--- src/rtl/fec_pkg.sv ---
// Shared constants, scrambler definition and uplink transmitter state type.
// Latency: n/a (declarations only).
// Backpressure: n/a.
package fec_pkg;

    localparam int DL_PREAMBLE_COUNT = 8;
    localparam int UL_ID_WIDTH       = 4;
    localparam int UL_DATA_WIDTH     = 16;

    // Scrambler polynomial x^7 + x^4 + 1: feedback from bits 6 and 3.
    localparam logic [6:0] UL_SCRAMBLE_SEED = 7'h7F;
    localparam logic [6:0] UL_SCRAMBLE_TAPS = 7'b100_1000;

    typedef enum logic [2:0] {
        S_IDLE,
        S_PREAMBLE,
        S_MESSAGE_ID,
        S_MESSAGE_DATA,
        S_DONE
    } ul_tx_state_t;

    // One scrambler step: shift left, feedback enters at bit 0.
    function automatic logic [6:0] ul_scramble_step(input logic [6:0] s);
        return {s[5:0], ^(s & UL_SCRAMBLE_TAPS)};
    endfunction

endpackage

--- src/rtl/ul_scrambler.sv ---
// 7-bit additive scrambler LFSR; bit_out is the current keystream bit.
// Latency: seed_load/advance take effect on the next clk edge.
// Backpressure: none; the owner decides when to advance.
module ul_scrambler
    import fec_pkg::*;
(
    input  logic clk,
    input  logic rst_n,
    input  logic seed_load,
    input  logic advance,
    output logic bit_out
);

    logic [6:0] lfsr_q;

    // Seed load wins over advance so a new frame always starts from the seed.
    always_ff @(posedge clk or negedge rst_n) begin
        if (!rst_n) begin
            lfsr_q <= UL_SCRAMBLE_SEED;
        end else if (seed_load) begin
            lfsr_q <= UL_SCRAMBLE_SEED;
        end else if (advance) begin
            lfsr_q <= ul_scramble_step(lfsr_q);
        end
    end

    assign bit_out = lfsr_q[6];

endmodule

--- src/rtl/uplink_transmitter.sv ---
// Serialises one frame (alternating preamble, scrambled ID, scrambled data, MSB first).
// Latency: first bit the cycle after acceptance; done after (P+ID+DATA)*(clk_div+1)+1 cycles.
// Backpressure: ready only in idle; start while busy is dropped, not queued.
module uplink_transmitter
    import fec_pkg::*;
#(
    parameter int SERIAL_DIV_WIDTH = 8,
    parameter int PREAMBLE_COUNT   = DL_PREAMBLE_COUNT
) (
    input  logic                        clk,
    input  logic                        rst_n,
    input  logic [SERIAL_DIV_WIDTH-1:0] clk_div,
    input  logic                        start,
    input  logic [UL_ID_WIDTH-1:0]      msg_id,
    input  logic [UL_DATA_WIDTH-1:0]    msg_data,
    output logic                        ready,
    output logic                        done,
    output logic                        ul_out,
    output logic                        ul_en
);

    localparam int MAX_BITS = (PREAMBLE_COUNT > UL_DATA_WIDTH) ? PREAMBLE_COUNT : UL_DATA_WIDTH;
    localparam int IDX_W    = (MAX_BITS > 2) ? $clog2(MAX_BITS) : 1;

    localparam logic [IDX_W-1:0] PRE_LAST  = IDX_W'(PREAMBLE_COUNT - 1);
    localparam logic [IDX_W-1:0] ID_LAST   = IDX_W'(UL_ID_WIDTH - 1);
    localparam logic [IDX_W-1:0] DATA_LAST = IDX_W'(UL_DATA_WIDTH - 1);

    ul_tx_state_t                state_q, state_d;
    logic [SERIAL_DIV_WIDTH-1:0] div_q;
    logic [SERIAL_DIV_WIDTH-1:0] bit_cnt_q;
    logic [IDX_W-1:0]            bit_idx_q;
    logic [UL_ID_WIDTH-1:0]      id_sh_q;
    logic [UL_DATA_WIDTH-1:0]    data_sh_q;

    logic accept;
    logic bit_end;
    logic scr_advance;
    logic scr_bit;

    assign accept  = start && (state_q == S_IDLE);
    assign bit_end = (bit_cnt_q == div_q);

    ul_scrambler u_scrambler (
        .clk       (clk),
        .rst_n     (rst_n),
        .seed_load (accept),
        .advance   (scr_advance),
        .bit_out   (scr_bit)
    );

    // State register.
    always_ff @(posedge clk or negedge rst_n) begin
        if (!rst_n) begin
            state_q <= S_IDLE;
        end else begin
            state_q <= state_d;
        end
    end

    // Next state and line outputs; outputs decode directly from state so reset clears them at once.
    always_comb begin
        state_d     = state_q;
        ready       = 1'b0;
        done        = 1'b0;
        ul_en       = 1'b0;
        ul_out      = 1'b0;
        scr_advance = 1'b0;
        case (state_q)
            S_IDLE: begin
                ready = 1'b1;
                if (start) begin
                    state_d = S_PREAMBLE;
                end
            end
            S_PREAMBLE: begin
                ul_en  = 1'b1;
                ul_out = ~bit_idx_q[0];
                if (bit_end && (bit_idx_q == PRE_LAST)) begin
                    state_d = S_MESSAGE_ID;
                end
            end
            S_MESSAGE_ID: begin
                ul_en       = 1'b1;
                ul_out      = id_sh_q[UL_ID_WIDTH-1] ^ scr_bit;
                scr_advance = bit_end;
                if (bit_end && (bit_idx_q == ID_LAST)) begin
                    state_d = S_MESSAGE_DATA;
                end
            end
            S_MESSAGE_DATA: begin
                ul_en       = 1'b1;
                ul_out      = data_sh_q[UL_DATA_WIDTH-1] ^ scr_bit;
                scr_advance = bit_end;
                if (bit_end && (bit_idx_q == DATA_LAST)) begin
                    state_d = S_DONE;
                end
            end
            S_DONE: begin
                done    = 1'b1;
                state_d = S_IDLE;
            end
            default: begin
                state_d = S_IDLE;
            end
        endcase
    end

    // Cycle-in-bit and bit-in-state counters; both restart on any state change.
    always_ff @(posedge clk or negedge rst_n) begin
        if (!rst_n) begin
            bit_cnt_q <= '0;
            bit_idx_q <= '0;
        end else if (state_d != state_q) begin
            bit_cnt_q <= '0;
            bit_idx_q <= '0;
        end else if (ul_en && bit_end) begin
            bit_cnt_q <= '0;
            bit_idx_q <= bit_idx_q + IDX_W'(1);
        end else if (ul_en) begin
            bit_cnt_q <= bit_cnt_q + SERIAL_DIV_WIDTH'(1);
        end
    end

    // Frame parameters captured at acceptance; ID and data shift out MSB first.
    always_ff @(posedge clk or negedge rst_n) begin
        if (!rst_n) begin
            div_q     <= '0;
            id_sh_q   <= '0;
            data_sh_q <= '0;
        end else if (accept) begin
            div_q     <= clk_div;
            id_sh_q   <= msg_id;
            data_sh_q <= msg_data;
        end else if (bit_end && (state_q == S_MESSAGE_ID)) begin
            id_sh_q   <= {id_sh_q[UL_ID_WIDTH-2:0], 1'b0};
        end else if (bit_end && (state_q == S_MESSAGE_DATA)) begin
            data_sh_q <= {data_sh_q[UL_DATA_WIDTH-2:0], 1'b0};
        end
    end

endmodule

--- config.mk ---
export PLATFORM = sky130hd
export DESIGN_NAME = uplink_transmitter
export DESIGN_NICKNAME = d
export VERILOG_FILES = /design/src/rtl/fec_pkg.sv /design/src/rtl/ul_scrambler.sv /design/src/rtl/uplink_transmitter.sv
export SDC_FILE = /design/constraint.sdc
export NUM_CORES = 1
export LEC_CHECK = 0
export ABC_CLOCK_PERIOD_IN_PS = 5500
export CELL_PAD_IN_SITES_DETAIL_PLACEMENT = 0
export CELL_PAD_IN_SITES_GLOBAL_PLACEMENT = 2
export CORE_ASPECT_RATIO = 2
export CORE_UTILIZATION = 35
export DETAILED_ROUTE_END_ITERATION = 10
export DONT_BUFFER_PORTS = 1
export PLACE_DENSITY = 0.72
export SLEW_MARGIN = 20
export SYNTH_ARGS = -nofsm -noshare
export SYNTH_HDL_FRONTEND = slang
export SYNTH_SLANG_ARGS = --single-unit
export TNS_END_PERCENT = 20
--- constraint.sdc ---
create_clock -name clk -period 5.5 [get_ports clk]
set_input_delay 1.1 -clock clk [delete_from_list [all_inputs] [get_ports clk]]
set_output_delay 1.1 -clock clk [all_outputs]
set_load 0.005 [all_outputs]
; Word level (Yosys, flattened, before mapping)
; Index checks and enable logic that the tools add are counted.
[totals]
latchBits = 0
output_inout_bits = 4
n_memories = 0
romBits = 0
mem_bits_rw = 0
reg_bits = 50
wordCells = 61
[op_classes]
magnitude_cmp = 0
div_mod_pow = 0
n_addsub = 2
shift = 0
bitwise = 3
eq_ne = 10
n_mux = 22
n_reduce_logical = 17
multipliers = 0
[ops]
columns = cell, n
row1 = 16-bit two-way mux, 3
row2 = 8-bit two-way mux, 3
row3 = 4-bit two-way mux, 4
row4 = 7-bit two-way mux, 2
row5 = 3-bit two-way mux, 4
row6 = 3-bit one-hot mux with 4 select lines, 1
row7 = 8-bit by 1-bit adder with 8-bit output (second input constant), 1
row8 = 8-bit equality test, 1
row9 = 2-bit nonzero test, 4
row10 = 1-bit logical AND, 7
row11 = 7-bit parity, 1
row12 = 3-bit by 2-bit equality test with 1-bit output (second input constant), 2
row13 = 4-bit by 1-bit adder with 4-bit output (second input constant), 1
row14 = 4-bit by 2-bit equality test with 1-bit output (second input constant), 1
row15 = 4-bit by 3-bit equality test with 1-bit output (second input constant), 1
row16 = 4-bit equality test (second input constant), 1
row17 = 1-bit two-way mux, 4
row18 = 3-bit by 1-bit equality test with 1-bit output (second input constant), 1
row19 = 3-bit equality test (second input constant), 1
row20 = 3-bit logical NOT, 1
row21 = 3-bit != test, 1
row22 = 1-bit one-hot mux with 3 select lines, 1
row23 = 3-bit nonzero test, 1
row24 = 3-bit OR reduction, 1
row25 = other kinds (5), 6

; Longest topological paths before layout
; Gate-level depths: netlist of the first run.
[logic_depth]
ltp_word = 6
depth_mapped = 8
ltp_nobuf = 6

; By module
; A second synthesis of the first run with hierarchy kept.
[hier_totals]
cells_unflattened = 267
area_unflattened_um2 = 2583.7
[modules_own_cells]
columns = module, n_inst, seq_area_each_um2, cells_each, area_each_um2
row1 = uplink_transmitter, 1, 1076.0, 243, 2282.2
row2 = ul_scrambler, 1, 183.9, 24, 301.5

; Worst setup path before layout of the first run
; OpenSTA, ideal clock, no wires.
[synth_path]
kind = reg2out
startpoint = register state_q[1]
endpoint = output port ul_en
slack_ns = 3.316
path_buffers = 2
stages_incl_launch_ff = 6
arrival_time_ns = 1.084
path_cell_list = dfrtp_1 -> buf_2 -> nor2_1 -> or2_2 -> clkbuf_1 -> clkinv_1
[synth_via]
elab_chain_len = 3
elab_cells_between_ends = 5
[synth_lines]
columns = item, line
row1 = from (decl), uplink_transmitter.sv:29  ; ul_tx_state_t state_q, state_d;
row2 = from (signal assigned), uplink_transmitter.sv:57  ; state_q <= state_d;
row3 = 3-bit by 2-bit equality test with 1-bit output / 3-bit by 1-bit equality test with 1-bit output (equally long branches), uplink_transmitter.sv:69  ; case (state_q)
row4 = 3-bit OR reduction (no line) (*), --
row5 = 1-bit two-way mux (*), uplink_transmitter.sv:69
row6 = to (decl), uplink_transmitter.sv:19  ; output logic ul_en
; Mark *: on every way between the ends. The rest lies on a longest branch, timed or not.

; Worst setup path after layout of the first run
[layout_path]
startpoint = register state_q[0]
endpoint = output port ul_en
; The elaborated chain is that of the path after synthesis.

==> flow_results.org, run 1 <==
** STA
- Between clock sinks in the finished design, the worst skew comes to 0.00797 ns.
- The final number of hold-violating endpoints came to 0.
- The clock period could shrink to 2.86 ns.
- Final hold analysis gives a worst-case slack of 0.489 ns.
- In the final timing run, aggregate negative setup slack is 0 ns.
- Dividing the final minimum period by the clock period gives 0.521.
- Setup-violating endpoint count in the final report :: 0
- Setup repair after global routing left no endpoint under its margin.
- The worst path meets setup with 2.64 ns of slack.
- The worst pin sits at a relative slew slack of 0.438.
- Final Max Tran Viols :: 0
- For this run, the top clock speed supported by timing is 349 MHz.
- At the pin with the least slew margin, the transition time is 0.841 ns.

** Clock tree
- Clock-pin slew of the registers on the worst-case setup and hold paths :: 0.07 ns
- TritonCTS clock tree :: yes
- The clock passes through at most 2 buffers.
- Number of buffers inserted by hold repair at cts :: 0
- The H-tree generated during clock tree synthesis spans 2 levels.
- Clock tree sinks :: 50
- CTS buffer count :: 5
- Clock latency on the worst-skew pair :: 0.29 ns
- After clock tree synthesis, the repair step resized 0 gates.
- Buffer type at the clock tree root :: clkbuf_16
- In this run the post-CTS setup repair buffer count came out at 0.

** Route
- Post-detailed-route wirelength per cell :: 17.4 um
- The routed layout has 1852 vias.
- The final layout contains routed wiring with a total length of 5.92 mm.
- In this run, the number of DRC markers left after iteration 0 of detailed routing was 87.
- Antenna Violating Nets Remaining :: 0
- Number of search-and-repair iterations in the first detailed-routing pass :: 4
- Post-route DRC :: 0
- Using the TritonRoute via totals, the vias-per-cell ratio works out to 5.43.

** Setup path
- Type of origin of the critical path :: register
- On the critical path, the stage with the largest delay is an instance of dfrtp_1.
- Reg2Reg Depth :: 4
- Critical path depth in cells :: 3
- The endpoint identified for the worst register-to-register timing path is data_sh_q[14]$_DFFE_PN0P_.
- In this design, the stage delay of the slowest critical-path cell is 0.57 ns.
- Family with the most delay on the worst path :: flip-flops
- Traced cell by cell, the critical path runs through nor2_1 -> or2_2 -> clkinv_1.
- Counting both buffers and inverters, the worst setup path holds a total of 1.
- Crit path arrival time :: 1.76 ns
- For the worst setup path, the data required time is 4.40 ns.
- Source of the critical timing path :: state_q[0]$_DFF_PN0_
- Along the worst path, the maximum fanout reaches 15.
- The startpoint identified for the worst register-to-register timing path is state_q[1]$_DFF_PN0_.
- The setup check on the worst reg-to-reg path leaves a slack of 3.15 ns.
- Timing endpoint of the critical path :: ul_en
- The worst setup path is of the register to output port kind.
- Worst Setup End Kind :: output port

** Finish
- Share of final-layout standard cells stronger than drive strength 1 :: 0.116
- Once layout is complete, the utilization of the core stands at 0.390.
- Post-route design area :: 2750 um2
- Layout Cells excl Fill :: 341
- Most used cells in the layout excluding fill and tap cells :: nand2_1 (49), dfrtp_1 (43), nand3_1 (22)
- 0 antenna diodes ended up in the layout.
- Most common library cell in the layout ignoring fill and taps :: nand2_1
- Relative to the synthesized area, the layout overhead comes to 6.80%.
- The net count of the finished layout is 283.

** Yosys
- Share of synthesized flip-flops with an asynchronous set or reset :: 1.00
- After synthesis, the netlist uses 46 different library cells.
- Count of synthesis-stage warnings from yosys :: 0
- Number of enable-type register cells in the synthesized netlist :: 0
- Sequential-to-total area share from yosys stat :: 0.489
- A synthesized cell averages 9.95 um2.
- Counting every instance in the synthesized netlist gives 259.
- Counting flops and latches in the post-synthesis netlist gives 50.
- Leading register cell type out of synthesis :: dfrtp_1
- Synthesized netlist net count :: 292
- The cell area that synthesis handed to floorplanning was 2580 um2.

** GRT
- Via count of the first global-routing pass :: 1980
- Overflow after GRT :: 0
- Antenna violations before repair :: 0
- The first global-routing pass estimated 10.0 mm of wire.
- Pin count of the biggest net entering global routing :: 51
- In the global route stage, overall resource usage came out at 0.170.

** Hold path
- Worst hold path startpoint :: u_scrambler.lfsr_q[5]$_DFFE_PN1P_
- The min-delay analysis places its worst path in the category register to register.

** Floorplan
- The core region is 7050 um2.
- Initial Util :: 0.366
- Die W :: 62.7 um
- The floorplan has 43 rows.
- The die is 123 um tall.
- Num ports :: 35
- Area of the die :: 7730 um2

** Power
- Summing internal, switching and leakage power gives 1.04 mW.
- Power density cells :: 377 nW/um2
- For this design the static power due to leakage is 1.16 nW.
- Maximum VDD drop :: 0.237 mV

** Place
- Including well taps, the total number of placed cells is 333.
- Timing analysis after detailed placement gives a worst setup slack of 2.96 ns.
- The wire-length estimate of the detail-placed layout is 4.14 mm.
- Buffers added on ports :: 0
- The congestion estimate from routability-driven global placement came to 0.781.
- Summing all placed instances gives a cell area of 2590 um2.

** Status
- The run finished with clean final reports.

** Flow run
- The tool flagged a number of max-cap violations equal to 0.
## kinds of logic after synthesis
kind of cell,share of synthesized area
and+or+nand+nor,0.221
AOI/OAI and AO/OA,0.174
buffers and inverters,0.0408
xor gates and xnor gates,0.0403
DFF,0.489
muxes,0.0253
adders and majority gates,0.00971
## cells in the mapped netlist, types with 2 or more instances
master	number	area, um2
o22a_1	15	131
nand3_1	22	110
mux2i_1	5	50.1
dfstp_2	7	184
nor3_1	4	20.0
clkbuf_1	6	22.5
o21ai_0	7	35.0
buf_6	3	33.8
dfrtp_1	43	1080
xnor2_1	2	17.5
and2_1	4	25.0
nor2_1	10	37.5
a21oi_1	13	65.1
buf_4	3	22.5
and3_1	3	18.8
ha_1	2	25.0
or2_2	2	12.5
or3_1	2	12.5
buf_2	3	15.0
xor2_1	8	70.1
nand2_1	49	184
buf_1	2	7.51
a31oi_1	3	18.8
nor4_4	2	42.5
o21a_1	16	120
nand4b_1	3	26.3
## power breakdown
| group | internal [mW] | total [mW] | leakage (nW) | switching, mW |
|---|---|---|---|---|
| clock | 0.183 | 0.319 | 0.0770 | 0.137 |
| sequential | 0.443 | 0.507 | 0.595 | 0.0643 |
| combinational | 0.0957 | 0.211 | 0.484 | 0.116 |
## how the worst min path moves through the flow
stage / cells past startpoint / slack, ns / endpoint
floorplan: 1 / 0.46 / data_sh_q[15]$_DFFE_PN0P_
global placement: 1 / 0.47 / data_sh_q[6]$_DFFE_PN0P_
detailed placement: 2 / 0.48 / u_scrambler.lfsr_q[4]$_DFFE_PN1P_
CTS: 0 / 0.49 / div_q[4]$_DFFE_PN0P_
global route: 0 / 0.48 / div_q[4]$_DFFE_PN0P_
finish: 2 / 0.49 / u_scrambler.lfsr_q[5]$_DFFE_PN1P_
## worst min-delay path, stage by stage, from the launching register on
cell and delay (ns):
dfstp_2 0.37, nand2_1 0.05, nand3_1 0.07
## flip-flops by register name (all words and copies together), names as in the netlist
register,cells
bit_idx_q,4
data_sh_q,16
state_q,3
id_sh_q,4
bit_cnt_q,8
div_q,8
u_scrambler.lfsr_q,7
## area by class of cell
| class | instances | area (um2) |
|---|---|---|
| Multi-Input combinational cell | 191 | 1210 |
| Clock inverter | 2 | 17.5 |
| Fill cell | 732 | 4300 |
| Clock buffer | 6 | 139 |
| Inverter | 1 | 3.75 |
| Tap cell | 90 | 113 |
| Sequential cell | 50 | 1260 |
| Timing Repair Buffer | 1 | 7.51 |
## per-layer routing
layer,share of wire,GRT usage,routed length (um)
met5,0,0,0
met4,0.024,0.0814,142
met3,0.032,0.0332,189
met2,0.54,0.309,3180
met1,0.41,0.186,2410
(Power assumes the default switching activity.)
==> run 2: changes to the inputs <==
--- a/config.mk
+++ b/config.mk
@@ -5,14 +5,15 @@
 export SDC_FILE = /design/constraint.sdc
 export NUM_CORES = 1
 export LEC_CHECK = 0
-export ABC_CLOCK_PERIOD_IN_PS = 5500
+export ABC_AREA = 1
+export ABC_CLOCK_PERIOD_IN_PS = 2400
 export CELL_PAD_IN_SITES_DETAIL_PLACEMENT = 0
 export CELL_PAD_IN_SITES_GLOBAL_PLACEMENT = 2
 export CORE_ASPECT_RATIO = 2
-export CORE_UTILIZATION = 35
+export CORE_UTILIZATION = 34
 export DETAILED_ROUTE_END_ITERATION = 10
 export DONT_BUFFER_PORTS = 1
-export PLACE_DENSITY = 0.72
+export PLACE_DENSITY = 0.78
 export SLEW_MARGIN = 20
 export SYNTH_ARGS = -nofsm -noshare
 export SYNTH_HDL_FRONTEND = slang
==> constraint.sdc (replaced) <==
create_clock -name clk -period 2.4 [get_ports clk]
set_input_delay 0.48 -clock clk [delete_from_list [all_inputs] [get_ports clk]]
set_output_delay 0.48 -clock clk [all_outputs]
set_load 0.005 [all_outputs]
==> run 2 against run 1 <==
Compared with the run above:
- global-route usage down 0.10 points
- clock skew down 0.0053 ns
- power up 52%
- design area up 7.1%
- clock-buffer cell count up 1
- clock power up 130%
- synthesized cell count up 29%
==> flow_results.org, run 2 <==
** Route
- The first detailed-routing pass ran for 4 iterations.
- Post-route DRC :: 0
- Post-detailed-route wirelength per cell :: 15.1 um
- After detailed routing, the number of vias per cell comes to 5.09.
- Met2 Routed Length :: 3.56 mm
- The detailed router finished its first iteration with 94 violations.
- Uppermost routed layer :: met4
- Drt total wl :: 6.47 mm
- In this run the remaining antenna-violating nets after routing total 0.
- Routed length on met3 :: 239 um
- DR vias :: 2179
- Post-route met1 wirelength :: 2.51 mm

** STA
- Achievable frequency :: 453 MHz
- Final hold violations :: 0
- Setup-violating endpoint count in the final report :: 0
- Sum Neg Setup Slack :: 0 ns
- Across the routed clock network, the largest skew measured is 0.00265 ns.
- Headroom to the max-slew limit came out at 0.720.
- Share of the clock period used by the worst path :: 0.921
- Setup repair after global routing missed its margin :: false
- The smallest clock period supported by the final layout is computed as 2.21 ns.
- The final number of max-transition violations was 0.
- Post-route worst setup slack :: 0.190 ns
- Worst-Margin Slew :: 0.420 ns

** Yosys
- After synthesis, the largest family of logic cells by area is simple AND/OR/NAND/NOR gates.
- Ranked by instance count, the synthesized netlist is headed by nand2_1 (83), inv_1 (48), dfrtp_1 (43).
- Compound-cell area share of the yosys netlist :: 0.131
- Multiplexer fraction of the synthesized cell area :: 0.00418
- Synthesis produced a netlist whose cell count is 333.
- Cell Area, Synth :: 2700 um2
- Leading register cell type out of synthesis :: dfrtp_1
- Most frequent cell after synthesis :: nand2_1
- In the synthesized netlist the async set-or-reset flop fraction comes to 1.00.
- The number of nets handed over by synthesis was 366.
- Count of synthesis-stage warnings from yosys :: 0
- Mean post-synth cell area :: 8.09 um2
- Of the total synthesized cell area, the portion taken by AND, OR, NAND and NOR gates is 0.250.
- The share of synthesized area in the top cell type comes to 0.399.
- Of all cell types, the one taking the most synthesized area is dfrtp_1.
- Register bit count reported by yosys :: 50
- Yosys attributes the largest share of cell area to dfrtp_1 (40%), nand2_1 (12%), dfstp_2 (6.8%).
- Distinct cell type count after synthesis :: 36
- Of the synthesized area, sequential elements account for 0.468.
- Xor/xnor share of the synthesized area :: 0.0353
- Number of enable-type register cells in the synthesized netlist :: 0
- Adder and majority cell fraction of the synthesized area :: 0.00929

** Finish
- At the end of the flow, the number of nets in the layout was 366.
- The largest registers in the layout are data_sh_q (16), bit_cnt_q (8), div_q (8).
- From synthesis to final layout, the design area changed by 9.33%.
- Share of final-layout standard cells stronger than drive strength 1 :: 0.135
- The register with the most flip-flops in the layout has 16 of them.
- The library cell used most frequently in the layout, excluding fill and tap cells, is nand2_1.
- Most used cells in the layout excluding fill and tap cells :: nand2_1 (83), inv_1 (48), dfrtp_1 (43)
- After filler insertion, the fill cell instance count of the layout stands at 845.
- Antenna Diode Count :: 0
- The register with the most flip-flops in the final layout is data_sh_q.

** Setup path
- Slowest cell on the critical path :: dfrtp_1
- The worst setup path is captured at an output port.
- Type of the worst setup path :: register to output port
- In this run the register-to-register setup slack is 0.56 ns.
- Cell breakdown of the critical path :: inv_2 -> nand2_1 -> nor2_2 -> nand2_1 -> o21ai_0 -> nor2_1 -> o22ai_1
- Along the worst path, the maximum fanout reaches 5.
- The most numerous cell type found on the critical path is nand2_1.
- Together, buffers and inverters on the worst path number 1.
- RR Endpoint :: bit_cnt_q[0]$_DFFE_PN0P_
- RR Startpoint :: state_q[1]$_DFF_PN0_
- In this design, the largest share of critical-path delay is due to simple AND/OR/NAND/NOR gates.
- STA puts the critical path data arrival time at 1.73 ns.
- STA classifies the critical path startpoint as a register.
- On the worst path, the slowest cell contributes a delay of 0.45 ns.
- The critical path starts at state_q[2]$_DFF_PN0_.
- Reg2Reg Depth :: 10
- CP Data Required Time :: 1.92 ns

** Floorplan
- The die covers 8310 um2.
- The initial utilization of the core area, before any placement, comes to 0.352.
- Num ports :: 35
- From bottom edge to top edge, the die measures 128 um.
- The floorplan step defined a core boundary enclosing 7660 um2.
- Row generation in the floorplan step produced 45 rows.
- From left edge to right edge, the die measures 65.0 um.

** Place
- Setup slack after placement :: 0.511 ns
- Port buffering added 0 buffers.
- Final HPWL DP :: 4.56 mm
- At the end of routability-driven placement, the weighted congestion stood at 0.754.

** GRT
- Overflow after GRT :: 0
- Entering global routing, the biggest net connects 44 pins.
- Antenna violations before repair :: 0
- Via count of the first global-routing pass :: 2263
- Global-route wire length before repair :: 10.5 mm
- Across every metal layer, demand over resource in global routing totals 0.169.

** Status
- The flow ran to the end, and the final reports show no timing, DRC or antenna violations.

** Power
- Power density cells :: 537 nW/um2
- Of the total power, the share spent switching nets is 0.202.
- VDD sags by at most 0.247 mV.
- Power share of the combinational group :: 0.012
- Cell internal power was estimated by the tool at 1.26 mW.
- The design draws 1.58 mW.
- Power share of the clock group :: 0.455
- The share of total power dissipated in sequential elements is 0.533.
- Standby leakage power :: 1.43 nW
- Summed over all nets, the switching power comes to 0.320 mW.

** Flow run
- Across the run, the number of max-cap violations was 0.

** Clock tree
- The root buffer cell chosen for the clock tree is clkbuf_16.
- TritonCTS clock tree :: yes
- Counting along the longest clock path gives a buffer depth of 2.
- After clock tree synthesis, the clock-pin slew on the worst setup and hold paths is 0.07 ns.
- Maximum level of the CTS H-tree :: 2
- Clock latency on the worst-skew pair :: 0.29 ns
- CTS buffer count :: 5
- Clock tree sinks :: 50

** Hold path
- The path class of the tightest hold or removal check is primary input to async pin.
==> run 2: power groups by stage <==
stage	sequential [mW]	clock (mW)	combinational, mW
2_1_floorplan	0.859	0	0.0000214
5_1_grt	0.842	0.770	0.0233
6_report	0.843	0.720	0.0194
3_5_place_dp	0.859	0	0.0000214
4_1_cts	0.843	0.758	0.0214
3_3_place_gp	0.859	0	0.0000214
==> run 2: how the worst max path moves through the flow <==
stage,endpoint,slack [ns],cells past startpoint
final,ul_out,0.19,7
after global routing,ul_out,0.05,7
after CTS,ul_out,0.17,7
after detailed placement,ul_out,0.51,7
after global placement,ul_out,0.51,7
after floorplan,ul_out,0.76,7
==> run 2: cell type report <==
cell class	count	area, um2	share of cell area
clock buffers	7	143	0.0484
multi-input cells	217	1160	0.393
inverters	53	199	0.0675
well taps	94	118	0.0399
flip-flops and latches	50	1260	0.428
clock inverters	1	5.00	0.00170
repair buffers	6	65.1	0.0221
==> run 2: logic make-up after synthesis <==
family / after synthesis
AOI/OAI and AO/OA: 59
and+or+nand+nor: 145
muxes: 1
buffers and inverters: 66
DFF: 50
adders and majority gates: 2
xor gates and xnor gates: 10
==> run 2: repair_timing <==
action,4_1_cts,5_1_grt
setup endpoints to repair,0,0
resized for setup,0,0
buffers inserted,0,0
hold endpoints to repair,43,0
hold buffers,1,0
==> run 2: metrics by stage <==
step	std cells	util	hold slack (ns)	area (um2)
after global placement	419	0.362	0.186	2770
after CTS	428	0.385	0.0174	2950
after detailed placement	419	0.362	0.186	2770
after floorplan	333	-	0.184	2700
after global routing	428	0.385	0.0152	2950
final	428	0.385	0.0274	2950
==> run 2: layer usage <==
metal	up-vias	track usage
met5	-	0
met4	0	0.0837
met3	11	0.0347
met2	36	0.321
met1	1056	0.164
li1	1076	-
==> run 2: worst reg2reg max path, cell delays in order, from the launching register on <==
cell     delay [ns]
dfrtp_1        0.41
nor2_2         0.22
inv_2          0.06
nor2_2         0.12
nand2_1        0.17
inv_2          0.25
a21oi_2        0.06
nand2_2        0.10
nand2_4        0.13
nand2_2        0.15
nor3_1         0.06
==> run 3: changes to the inputs <==
--- a/config.mk
+++ b/config.mk
@@ -6,14 +6,14 @@
 export NUM_CORES = 1
 export LEC_CHECK = 0
 export ABC_AREA = 1
-export ABC_CLOCK_PERIOD_IN_PS = 2400
+export ABC_CLOCK_PERIOD_IN_PS = 2330
 export CELL_PAD_IN_SITES_DETAIL_PLACEMENT = 0
 export CELL_PAD_IN_SITES_GLOBAL_PLACEMENT = 2
 export CORE_ASPECT_RATIO = 2
-export CORE_UTILIZATION = 34
+export CORE_UTILIZATION = 35
 export DETAILED_ROUTE_END_ITERATION = 10
 export DONT_BUFFER_PORTS = 1
-export PLACE_DENSITY = 0.78
+export PLACE_DENSITY = 0.77
 export SLEW_MARGIN = 20
 export SYNTH_ARGS = -nofsm -noshare
 export SYNTH_HDL_FRONTEND = slang
==> constraint.sdc (replaced) <==
create_clock -name clk -period 2.33 [get_ports clk]
set_input_delay 0.466 -clock clk [delete_from_list [all_inputs] [get_ports clk]]
set_output_delay 0.466 -clock clk [all_outputs]
set_load 0.005 [all_outputs]
==> run 3 against run 2 <==
Compared with the run above:
- first-iteration DRC count is 36% higher
- clock-buffer cell count up 1
- wire length fell by 2.3%
==> flow_results.org, run 3 (synthesized netlist as in run 2, its figures left out) <==
** Status
- The run finished with clean final reports.

** Route
- Antenna Violating Nets Remaining :: 0
- DR vias :: 2116
- Dividing the detail-routed wire length by the instance count gives 14.7 um.
- After detailed routing, the number of vias per cell comes to 4.93.
- Initial drt markers :: 128
- Summed over all layers, the routed wires come to 6.32 mm.
- Number of search-and-repair iterations in the first detailed-routing pass :: 4
- For this run, design rule violations remaining after detail routing come to 0.

** Floorplan
- Die W :: 64.1 um
- Total number of placement rows :: 44
- Area of the die :: 8080 um2
- The initial utilization of the core area, before any placement, comes to 0.365.
- For this design the top-level I/O count stands at 35.
- The region available for standard cell placement spans 7380 um2.
- From bottom edge to top edge, the die measures 126 um.

** STA
- Hold slack :: 0.0132 ns
- Setup violations remaining at the end of the flow were counted as 0.
- Final hold violations :: 0
- For this run, the top clock speed supported by timing is 473 MHz.
- Sum Neg Setup Slack :: 0 ns
- Between clock sinks in the finished design, the worst skew comes to 0.00564 ns.
- Setup repair after global routing missed its margin :: false
- The worst path in the final design needs a cycle of 2.11 ns, including I/O delays and setup.
- In the finished design, the share of the clock period the worst path needs comes to 0.906.
- Slew margin rel. :: 0.771
- Worst-Margin Slew :: 0.343 ns
- Final Max Tran Viols :: 0

** Clock tree
- The H-tree generated during clock tree synthesis spans 2 levels.
- Buffers added to address setup during post-CTS repair amount to 0.
- After clock tree synthesis, the clock-pin slew on the worst setup and hold paths is 0.07 ns.
- The clock reaches the later pin of the worst-skew pair after 0.30 ns.
- No sink is reached through more buffers than the 2 on the longest clock path.
- In this run the clock root is driven by a clkbuf_16.
- CTS saw 50 sinks.
- The number of clock buffers added by TritonCTS is 5.
- TritonCTS clock tree :: yes

** Finish
- Leaving out fill and tap cells, the most frequent cell in the layout is nand2_1.
- Antenna Diode Count :: 0
- Largest Register :: data_sh_q
- Post-route design area :: 2970 um2
- Number of nets in the final layout :: 369
- The area growth from synthesis to layout is 10.1%.
- Flip-flop count of the largest register after layout :: 16
- Leading registers by flop count :: data_sh_q (16), bit_cnt_q (8), div_q (8)
- Most used cells in the layout excluding fill and tap cells :: nand2_1 (83), inv_1 (48), dfrtp_1 (43)
- In the final layout, the share of cells above drive strength 1 is 0.136.

** Setup path
- Together, buffers and inverters on the worst path number 1.
- The cell that appears most often on the critical path is nand2_1.
- The number of cells on the worst reg-to-reg path is 9.
- Traced cell by cell, the critical path runs through inv_2 -> nand2_1 -> nor2_2 -> o21ai_0 -> nand2_1 -> nand3_1 -> o22ai_1.
- Crit path arrival time :: 1.65 ns
- On the worst path, the slowest cell contributes a delay of 0.44 ns.
- Type of the worst setup path :: register to output port
- In this run the number of cells on the critical path is 7.
- Slowest cell on the critical path :: dfrtp_1
- Maximum fanout encountered on the critical timing path :: 5
- Type of origin of the critical path :: register
- Family with the most delay on the worst path :: simple AND/OR/NAND/NOR gates
- For the worst setup path, the data required time is 1.86 ns.
- Worst Setup End Kind :: output port

** GRT
- The first global-routing pass estimated 10.2 mm of wire.
- The via count of the first global-routing pass is 2161.
- Entering global routing, the biggest net connects 44 pins.
- In the global route stage, overall resource usage came out at 0.169.
- The total overflow left after global routing is 0.
- Antenna violations before repair :: 0

** Place
- Input and output buffers added on the ports amount to 0.
- Once detailed placement completed, the half-perimeter wirelength came to 4.45 mm.
- Final weighted congestion in routability-driven placement :: 0.817
- Placed Area :: 2780 um2

** Flow run
- Number of maximum-capacitance constraint violations :: 0

** Power
- IR analysis of the VDD net gives a maximum drop of 0.331 mV.
- Summed over all cells, the static leakage comes to 1.44 nW.
- Power density cells :: 552 nW/um2

** Hold path
- Hold WC Path Type :: primary input to async pin
## run 3: path summary, 6_finish.rpt
path                                                   startpoint  slack, ns                           endpoint
worst max-delay path                         state_q[2]$_DFF_PN0_       0.22                             ul_out
worst min-delay path                                        rst_n       0.01               div_q[6]$_DFFE_PN0P_
worst max register to register               state_q[1]$_DFF_PN0_       0.48          data_sh_q[10]$_DFFE_PN0P_
worst min register to register  u_scrambler.lfsr_q[5]$_DFFE_PN1P_       0.49  u_scrambler.lfsr_q[5]$_DFFE_PN1P_
max in group asynchronous                                   rst_n       1.53  u_scrambler.lfsr_q[0]$_DFFE_PN1P_
min in group clk                                       clk_div[6]       0.28               div_q[6]$_DFFE_PN0P_
## run 3: power by group
| part | internal [mW] | switching (mW) |
|---|---|---|
| Sequential | 0.869 | 0 |
| Combinational | 0.00615 | 0.0174 |
| Clock | 0.429 | 0.316 |
| Total | 1.30 | 0.333 |
## run 3: layer usage
metal,GRT usage,share of wire,wire [um]
met5,0,0,0
met3,0.0380,0.031,198
met2,0.327,0.57,3600
met4,0.0682,0.016,102
met1,0.165,0.38,2420
## run 3: area by class of cell
type                    count  area [um2]
repair buffers              9        90.1
clock buffers               8         146
inverters                  53         199
well taps                  92         115
multi-input cells         217        1160
fillers                   778        4410
flip-flops and latches     50        1260
## run 3: through the flow
| stage | utilization | setup WS [ns] | instances | power, mW |
|---|---|---|---|---|
| 2_1_floorplan | - | 0.707 | 333 | 0.885 |
| 3_3_place_gp | 0.377 | 0.473 | 419 | 0.885 |
| 3_5_place_dp | 0.377 | 0.446 | 419 | 0.885 |
| 4_1_cts | 0.401 | 0.201 | 428 | 1.67 |
| 5_1_grt | 0.402 | 0.0237 | 429 | 1.70 |
| 6_report | 0.402 | 0.218 | 429 | 1.64 |
## run 3: timing repair
item	CTS	global route
resized for setup	0	0
endpoints found under the hold margin	43	7
endpoints found under the setup margin	0	0
hold buffers	1	1
